--- config.mk ---
export PLATFORM = sky130hd
export DESIGN_NAME = mmio_out_fifo
export DESIGN_NICKNAME = d
export VERILOG_FILES = /design/src/rtl/mmio_out_fifo.sv
export SDC_FILE = /design/constraint.sdc
export NUM_CORES = 1
export LEC_CHECK = 0
export CAP_MARGIN = 20
export CORE_UTILIZATION = 35
export CTS_CLUSTER_DIAMETER = 50
export DETAILED_ROUTE_END_ITERATION = 10
export SLEW_MARGIN = 20
export SYNTH_ARGS = -nofsm -noshare
export SYNTH_HDL_FRONTEND = slang
export SYNTH_SLANG_ARGS = --single-unit
--- constraint.sdc ---
create_clock -name Clock -period 6.9 [get_ports Clock]
set_input_delay 0.69 -clock Clock [delete_from_list [all_inputs] [get_ports Clock]]
set_output_delay 0.69 -clock Clock [all_outputs]
set_load 0.01 [all_outputs]
--- src/rtl/mmio_out_fifo.sv ---
// Memory-mapped output FIFO: the processor pushes words at offset 0, a valid/ready consumer drains them.
// Optional interrupt output is enabled by defining MMIO_OUT_FIFO_IRQ_EN.
module mmio_out_fifo #(
    parameter logic [3:0]  BASE_HI    = 4'h3,
    parameter int unsigned DEPTH_LOG2 = 3
) (
    input  logic        Clock,
    input  logic        Resetn,
    input  logic [15:0] ADDR,
    input  logic [15:0] DOUT,
    input  logic        W,
    output logic [15:0] rd_data,
    output logic [15:0] out_data,
    output logic        out_valid,
`ifdef MMIO_OUT_FIFO_IRQ_EN
    output logic        irq,
`endif
    input  logic        out_ready
);

    localparam int unsigned DEPTH = 1 << DEPTH_LOG2;
    localparam int unsigned PW    = DEPTH_LOG2;
    localparam int unsigned CW    = DEPTH_LOG2 + 1;

    localparam logic [CW-1:0] CNT_FULL = CW'(DEPTH);
    localparam logic [CW-1:0] CNT_ONE  = CW'(1);
    localparam logic [PW-1:0] PTR_ONE  = PW'(1);

    logic [15:0]   mem [DEPTH];
    logic [PW-1:0] wr_ptr_q, wr_ptr_d;
    logic [PW-1:0] rd_ptr_q, rd_ptr_d;
    logic [CW-1:0] count_q, count_d;
    logic          ovf_q, ovf_d;
    logic [15:0]   head_d;
    logic [15:0]   status;
    logic [15:0]   rd_next;
    logic          irq_en_q, irq_en_d;

    // Bus decode; ADDR[11:2] ignored so the block aliases across its 4K window.
    logic       sel;
    logic [1:0] offset;
    logic       wr_data, wr_ctrl;
    logic       flush, clr_ovf;
    logic       full, empty;
    logic       push, pop, ovf_set;

    assign sel     = (ADDR[15:12] == BASE_HI);
    assign offset  = ADDR[1:0];
    assign wr_data = W & sel & (offset == 2'd0);
    assign wr_ctrl = W & sel & (offset == 2'd2);
    assign flush   = wr_ctrl & DOUT[0];
    assign clr_ovf = wr_ctrl & DOUT[1];

    assign full    = (count_q == CNT_FULL);
    assign empty   = (count_q == '0);

    // Fullness is judged on the pre-edge count; a same-edge pop does not make room.
    assign push    = wr_data & ~full;
    assign ovf_set = wr_data & full;
    assign pop     = out_valid & out_ready & ~flush;

    always_comb begin
        wr_ptr_d = wr_ptr_q;
        rd_ptr_d = rd_ptr_q;
        count_d  = count_q;
        if (flush) begin
            wr_ptr_d = '0;
            rd_ptr_d = '0;
            count_d  = '0;
        end else begin
            if (push) wr_ptr_d = wr_ptr_q + PTR_ONE;
            if (pop)  rd_ptr_d = rd_ptr_q + PTR_ONE;
            if (push && !pop)      count_d = count_q + CNT_ONE;
            else if (pop && !push) count_d = count_q - CNT_ONE;
        end
    end

    always_comb begin
        ovf_d = ovf_q;
        if (clr_ovf) ovf_d = 1'b0;
        if (ovf_set) ovf_d = 1'b1;
    end

`ifdef MMIO_OUT_FIFO_IRQ_EN
    assign irq_en_d = wr_ctrl ? DOUT[2] : irq_en_q;
`else
    assign irq_en_d = 1'b0;
`endif

    // Next head word; bypass the memory when the word being pushed becomes the head.
    always_comb begin
        head_d = mem[rd_ptr_d];
        if (push && (wr_ptr_q == rd_ptr_d)) head_d = DOUT;
    end

    always_comb begin
        status                 = '0;
        status[15]             = ovf_q;
        status[14]             = full;
        status[13]             = empty;
        status[12]             = irq_en_q;
        status[DEPTH_LOG2:0]   = count_q;
    end

    always_comb begin
        rd_next = '0;
        if (sel) begin
            case (offset)
                2'd0:    rd_next = out_valid ? out_data : 16'h0000;
                2'd1:    rd_next = status;
                default: rd_next = 16'h0000;
            endcase
        end
    end

    // Storage is not reset; flush only rewinds the pointers.
    always_ff @(posedge Clock) begin
        if (push) mem[wr_ptr_q] <= DOUT;
    end

    always_ff @(posedge Clock) begin
        if (!Resetn) begin
            wr_ptr_q  <= '0;
            rd_ptr_q  <= '0;
            count_q   <= '0;
            ovf_q     <= 1'b0;
            irq_en_q  <= 1'b0;
            out_valid <= 1'b0;
            out_data  <= '0;
            rd_data   <= '0;
        end else begin
            wr_ptr_q  <= wr_ptr_d;
            rd_ptr_q  <= rd_ptr_d;
            count_q   <= count_d;
            ovf_q     <= ovf_d;
            irq_en_q  <= irq_en_d;
            out_valid <= (count_d != '0);
            out_data  <= head_d;
            rd_data   <= rd_next;
        end
    end

`ifdef MMIO_OUT_FIFO_IRQ_EN
    always_ff @(posedge Clock) begin
        if (!Resetn) irq <= 1'b0;
        else         irq <= irq_en_d & ((count_d == '0) | ovf_d);
    end
`endif

endmodule

==> summary.txt, run 1 <==
Layout
  – Layout net count: 612
  – Most frequent cells in the layout: edfxtp_1, clkdlybuf4s50_1, dfxtp_1
  – Commonest non-fill, non-tap cell in the layout: edfxtp_1
  – Area added between synthesis and finish: 21.70%
  – Share of cells above drive strength 1: 0.1216
  – Filler instances: 1757
  – Diode count: 0

Synth
  – Syn_area_per_cell: 13.73 sq um
  – Library cells used by synthesis: 55
  – Xor and xnor area share after synthesis: 0.01123
  – Seq/Total Area, Yosys: 0.6732
  – Synth Area in Simple Gates: 0.09075
  – Post-synth EDFFs: 128
  – Synthesized instance count: 511
  – Compound-Gate Fraction of Synth Area: 0.1424
  – Synth warn: 0
  – Most used DFF post-synth: edfxtp_1
  – Syn nets: 552
  – Multiplexer share of the synthesized area: 0.05224
  – FF+latch count, synth: 172
  – Syn Std Cell Area: 7018 sq um
  – Main combinational cell family by area after synthesis: compound AO/OA/AOI/OAI gates
  – Adder-Cell Fraction of Synth Area: 0.008914
  – Post-synth ARST share: 0

Clock network
  – TritonCTS clock tree: done
  – H-tree depth: 4
  – Post-cts sizing count: 0
  – Root Driver: clkbuf_16
  – Clk buf depth: 2
  – Clk_lat worst skew: 0.42 ns
  – Clk sinks: 172
  – Post-CTS setup buffer count: 0
  – CTS Buf Count: 17
  – Clock Pin Slew Worst Setup and Hold Paths: 0.06 ns
  – # hold bufs at CTS: 0

Pwr
  – Maximum VDD drop: 0.0001794 V
  – Switching Fraction: 0.2749
  – Sw power: 0.0007503 W
  – Clock power share: 0.348
  – Combinational share of power: 0.216
  – Internal power: 0.001979 W
  – Sequential Power Share: 0.436
  – Lkg Pwr: 2.880 nW
  – Pwr Density: 319.6 nW/um^2
  – Total chip power: 0.002729 W

Place
  – Pre-CTS WS: 2.611 ns
  – Routability cong.: 0.7742
  – DPL Wire Length: 10.18 mm
  – Count of input and output buffers: 58

Timing
  – Final Skew: 0.009492 ns
  – Setup violators final: 0
  – Crit path time final: 3.903 ns
  – Fin worst setup slack: 2.997 ns
  – Final Max Tran Viols: 0
  – Max Clock Freq: 256.2 MHz
  – Slew of the pin with the lowest slew margin: 1.014 ns
  – Fin crit share: 0.5657
  – RSZ-0062 raised after global routing: false
  – Final Hold Viols: 0
  – Setup TNS: 0 ns
  – Slew margin rel.: 0.3192

Global routing
  – Initial antenna violation count: 0
  – Global route overflow: 0
  – Largest net degree at the start of global routing: 38
  – All-Layer GR Usage: 0.1743
  – First-pass GRT wire length: 26.10 mm
  – Vias in the first global route: 4470

Route
  – Post-Route WL: 16.89 mm
  – Drt wl/cell: 19.89 um
  – Via-to-Cell Ratio: 5.404
  – DRT Pass-1 Iters: 5
  – DRC viols: 0
  – DRT antenna net count: 0
  – Vias: 4588
  – 1st-iter DRT viols: 430

Floorplan
  – DIE AREA: 20620 sq um
  – Die Span Y: 143.6 um
  – Core area: 19590 sq um
  – Initial Util: 0.3582
  – IO Pins: 69
  – # rows: 51
  – DIE WIDTH: 143.6 um

Hold path
  – Hold Path Depth: 1
  – Min-delay worst type: reg -> reg

Critical path
  – FF-to-FF path depth: 7
  – Slowest cell on crit path: xnor2_1
  – Crit path max fanout: 15
  – Cells along the critical path: clkdlybuf4s50_1, nand2_1, xnor2_1, buf_4, nand3_1, o21ai_0, o22ai_1, a22o_1
  – CP required: 7.21 ns
  – Critical path capture point type: register
  – Worst setup SP type: primary input
  – Max stage delay on crit path: 0.88 ns
  – CP Class: in -> reg
  – Worst Path Arrival: 4.22 ns

Outcome
  – Status: complete, no violations

Run
  – Max-Cap Viols: 0
## layout make-up
cell class,count,area [sq um],area share
clock buffer,22,485.5,0.05684
inverter,4,15.01,0.001758
timing repair buffer,72,685.7,0.08028
clock inverter,10,111.4,0.01304
multi-input combinational,304,2187,0.2561
sequential,172,4725,0.5532
tap,265,331.6,0.03882
## kinds of logic (layout without fill, tap and decap cells)
group / count (synthesis) / count (layout)
AOI/OAI and AO/OA: 137 / 137
xor gates and xnor gates: 9 / 9
adders and majority gates: 5 / 5
buffers and inverters: 35 / 108
DFF: 172 / 172
muxes: 36 / 36
and+or+nand+nor: 117 / 117
## per-stage QoR
stage                     utilization  area [sq um]  std cells  hold slack (ns)
after floorplan                     -          7018        511           0.4919
after global placement         0.4055          7944        817           0.4346
after detailed placement       0.4055          7944        817           0.4457
after CTS                      0.4360          8541        849           0.4610
after global routing           0.4360          8541        849           0.4791
final                          0.4360          8541        849           0.4549
## final timing paths
path	startpoint	end	slack (ns)
worst max register to register	out_valid$_SDFF_PN0_	out_data[3]$_SDFF_PN0_	3.39
worst min-delay path	out_data[4]$_SDFF_PN0_	rd_data[4]$_SDFF_PN0_	0.45
worst min register to register	out_data[4]$_SDFF_PN0_	rd_data[4]$_SDFF_PN0_	0.45
worst max-delay path	out_ready	out_data[3]$_SDFF_PN0_	3.00
## Yosys cell counts, types with 2 or more instances
master / number / area share
o22a_1: 15 / 0.019
a22oi_1: 6 / 0.0064
nand2_1: 13 / 0.0070
nand4b_1: 2 / 0.0025
ha_1: 5 / 0.0089
clkbuf_1: 19 / 0.010
o21ai_1: 2 / 0.0014
xnor2_1: 5 / 0.0062
a211oi_1: 3 / 0.0032
nor2b_1: 4 / 0.0036
nand3b_1: 3 / 0.0032
o221a_2: 15 / 0.024
buf_2: 8 / 0.0057
a22o_1: 15 / 0.019
edfxtp_1: 128 / 0.55
inv_1: 4 / 0.0021
o22ai_1: 29 / 0.026
and2_1: 11 / 0.0098
nor3_1: 18 / 0.013
buf_1: 3 / 0.0016
or3_1: 2 / 0.0018
xor2_1: 4 / 0.0050
mux2i_1: 34 / 0.048
nor2_1: 29 / 0.016
a21oi_1: 8 / 0.0057
dfxtp_1: 44 / 0.13
nand2b_1: 4 / 0.0036
nand3_1: 21 / 0.015
o21ai_0: 31 / 0.022
## power by group through the flow
stage	Combinational (W)	Clock [W]	Sequential [W]
6_report	0.000590	0.000950	0.00119
5_1_grt	0.000641	0.00101	0.00119
4_1_cts	0.000593	0.000964	0.00119
3_5_place_dp	0.000585	0	0.00121
3_3_place_gp	0.000576	0	0.00121
2_1_floorplan	0.000365	0	0.00121
## critical path: cells and delay by family
kind,cells,cell delay (ns)
AOI/OAI and AO/OA,3,0.75
xor gates and xnor gates,1,0.88
buffers and inverters,2,0.98
and+or+nand+nor,2,0.90
## per-layer routing
metal	track usage	share of wire	wire length (um)	up-vias
met5	0	0	0	-
met4	0.07111	0.021	361	0
met3	0.02966	0.038	645	29
met2	0.2895	0.50	8456	121
met1	0.2255	0.44	7425	2318
li1	-	-	-	2120
## registers in the layout, summed over array words and instances (netlist names)
name and count:
out_data 16, rd_ptr_q 3, rd_data 16, wr_ptr_q 3, ovf_q 1, out_valid 1
count_q 4, mem 128
Note: power is estimated with default switching activity, not from simulation.
==> run 2, diff against run 1 <==
==> constraint.sdc (replaced) <==
create_clock -name Clock -period 3.4 [get_ports Clock]
set_input_delay 0.34 -clock Clock [delete_from_list [all_inputs] [get_ports Clock]]
set_output_delay 0.34 -clock Clock [all_outputs]
set_load 0.01 [all_outputs]
==> run 2 against run 1 <==
Net effect: worst setup slack worse by 2.4 ns; critical path depth is 1 higher; clock-buffer cell count stayed put; sequential power is 100% higher; register-to-register slack worse by 2.8 ns; core utilization is 0.33 points higher; sequential share of layout area is 0.42 points lower; first-iteration DRC count is 15% lower; clock power is 95% higher; via count is 0.76% higher; cell count is 1.5% higher; routed wire length is 1.3% lower.
==> summary.txt, run 2 (synthesis gave the netlist of run 1 again) <==
Global routing
  – Initial antenna violation count: 0
  – Largest net degree at the start of global routing: 36
  – Vias in the first global route: 4552
  – All-Layer GR Usage: 0.1716
  – Global route overflow: 0
  – First-pass GRT wire length: 25.64 mm

Timing
  – Final Hold Viols: 0
  – Final Max Tran Viols: 0
  – Fin worst setup slack: 0.6330 ns
  – Crit path time final: 2.767 ns
  – RSZ-0062 raised after global routing: false
  – Max Clock Freq: 361.4 MHz
  – Setup violators final: 0
  – Slew of the pin with the lowest slew margin: 0.5273 ns
  – Fin crit share: 0.8138
  – Setup TNS: 0 ns
  – Final Skew: 0.01140 ns
  – Slew margin rel.: 0.6485

Hold path
  – Min-delay worst type: reg -> reg
  – Worst hold endpoint: rd_data[10]$_SDFF_PN0_
  – Hold Path Depth: 1
  – Hold path start: out_data[10]$_SDFF_PN0_

Run
  – Max-Cap Viols: 0

Pwr
  – Sw power: 0.001535 W
  – Maximum VDD drop: 0.0003385 V
  – Total chip power: 0.005484 W
  – Pwr Density: 637.2 nW/um^2
  – Lkg Pwr: 2.929 nW
  – Combinational share of power: 0.222
  – Sequential Power Share: 0.441
  – Clock power share: 0.337
  – Switching Fraction: 0.2800
  – Internal power: 0.003948 W

Clock network
  – # hold bufs at CTS: 0
  – Clock Pin Slew Worst Setup and Hold Paths: 0.07 ns
  – Clk buf depth: 2
  – Post-CTS setup buffer count: 0
  – Root Driver: clkbuf_16
  – Clk sinks: 172
  – H-tree depth: 4
  – Clk_lat worst skew: 0.43 ns
  – CTS Buf Count: 17
  – TritonCTS clock tree: done
  – Post-cts sizing count: 0

Critical path
  – Beginning of the worst register-to-register path: count_q[0]$_SDFF_PN0_
  – Reg-to-reg slack, setup: 0.63 ns
  – Worst setup SP type: register
  – RR Endpoint: out_data[13]$_SDFF_PN0_
  – CP required: 3.75 ns
  – Crit path max fanout: 16
  – Worst Path Arrival: 3.12 ns
  – Critical path capture point type: register
  – FF-to-FF path depth: 9
  – CP Class: reg -> reg
  – Critical path origin: count_q[0]$_SDFF_PN0_

Layout
  – Commonest non-fill, non-tap cell in the layout: edfxtp_1
  – Diode count: 0
  – Max reg flops: 128
  – Share of cells above drive strength 1: 0.1424
  – Filler instances: 1765
  – Footprint of the multi-input gates: 2181 sq um
  – Register area: 4725 sq um
  – Most frequent cells in the layout: edfxtp_1, clkdlybuf4s50_1, dfxtp_1
  – Layout net count: 626
  – Biggest regs: mem (128), out_data (16), rd_data (16)
  – Area added between synthesis and finish: 22.62%
  – Most flop-heavy register: mem

Route
  – DRC viols: 0
  – Drt wl/cell: 19.33 um
  – Vias: 4623
  – Via-to-Cell Ratio: 5.363
  – 1st-iter DRT viols: 364
  – Post-Route WL: 16.66 mm
  – DRT Pass-1 Iters: 5
  – DRT antenna net count: 0

Floorplan
  – Die Span Y: 143.6 um
  – IO Pins: 69
  – Core area: 19590 sq um
  – # rows: 51
  – Initial Util: 0.3582
  – DIE AREA: 20620 sq um
  – DIE WIDTH: 143.6 um

Place
  – DPL Wire Length: 10.38 mm
  – Routability cong.: 0.8147
  – Pre-CTS WS: 0.3586 ns
  – Count of input and output buffers: 58

Outcome
  – Status: complete, no violations
## run 2: changes by cell type in the layout (fill, tap and decap cells not counted), sizes merged
| cell | before | now |
|---|---|---|
| buf | 14 | 28 |
| inv | 5 | 6 |
| clkinv | 6 | 2 |
| bufinv | 2 | 1 |
| clkinvlp | 1 | 4 |
## run 2: cell type report
type / count / share of cell area
clock buffer: 22 / 0.05525
sequential: 172 / 0.5490
multi-input combinational: 304 / 0.2534
tap: 265 / 0.03853
timing repair buffer: 86 / 0.09189
clock inverter: 9 / 0.01018
inverter: 4 / 0.001745
## run 2: per-stage QoR
| stage | cells | area [sq um] | hold slack, ns | util |
|---|---|---|---|---|
| finish | 862 | 8606 | 0.4555 | 0.4393 |
| global route | 862 | 8606 | 0.4734 | 0.4393 |
| CTS | 862 | 8606 | 0.4562 | 0.4393 |
| detailed placement | 831 | 8043 | 0.4430 | 0.4106 |
| global placement | 831 | 8043 | 0.4414 | 0.4106 |
| floorplan | 511 | 7018 | 0.4389 | - |
## run 2: worst max path at each step
stage / to / slack, ns / depth (start not counted)
after floorplan: mem[4][0]$_DFFE_PP_ / 0.43 / 6
after global placement: out_data[13]$_SDFF_PN0_ / 0.40 / 7
after detailed placement: out_data[13]$_SDFF_PN0_ / 0.36 / 7
after CTS: out_data[13]$_SDFF_PN0_ / 0.66 / 8
after global routing: out_data[13]$_SDFF_PN0_ / 0.43 / 9
final: out_data[13]$_SDFF_PN0_ / 0.63 / 9
## run 2: routing by layer
layer  vias to the layer above  GRT usage  wire, um
met5                         -          0         0
met1                      2310     0.2193      7446
met4                         0    0.08735       493
li1                       2145          -         -
met2                       133     0.2757      7888
met3                        35    0.03532       834
## run 2: worst max-delay path, cell delays in order (launching register included)
cell,delay [ns]
dfxtp_1,0.44
inv_1,0.14
ha_1,0.24
and3b_1,0.24
nor4_4,0.34
nand2b_1,0.23
mux2_4,0.34
nor3b_4,0.16
buf_4,0.30
a22o_1,0.25
## run 2: power by group through the flow
stage | Combinational [W] | Clock, W | Sequential, W
floorplan | 0.000741 | 0 | 0.00246
global placement | 0.00119 | 0 | 0.00246
detailed placement | 0.00121 | 0 | 0.00246
finish | 0.00122 | 0.00185 | 0.00242
CTS | 0.00122 | 0.00188 | 0.00242
global route | 0.00131 | 0.00196 | 0.00243
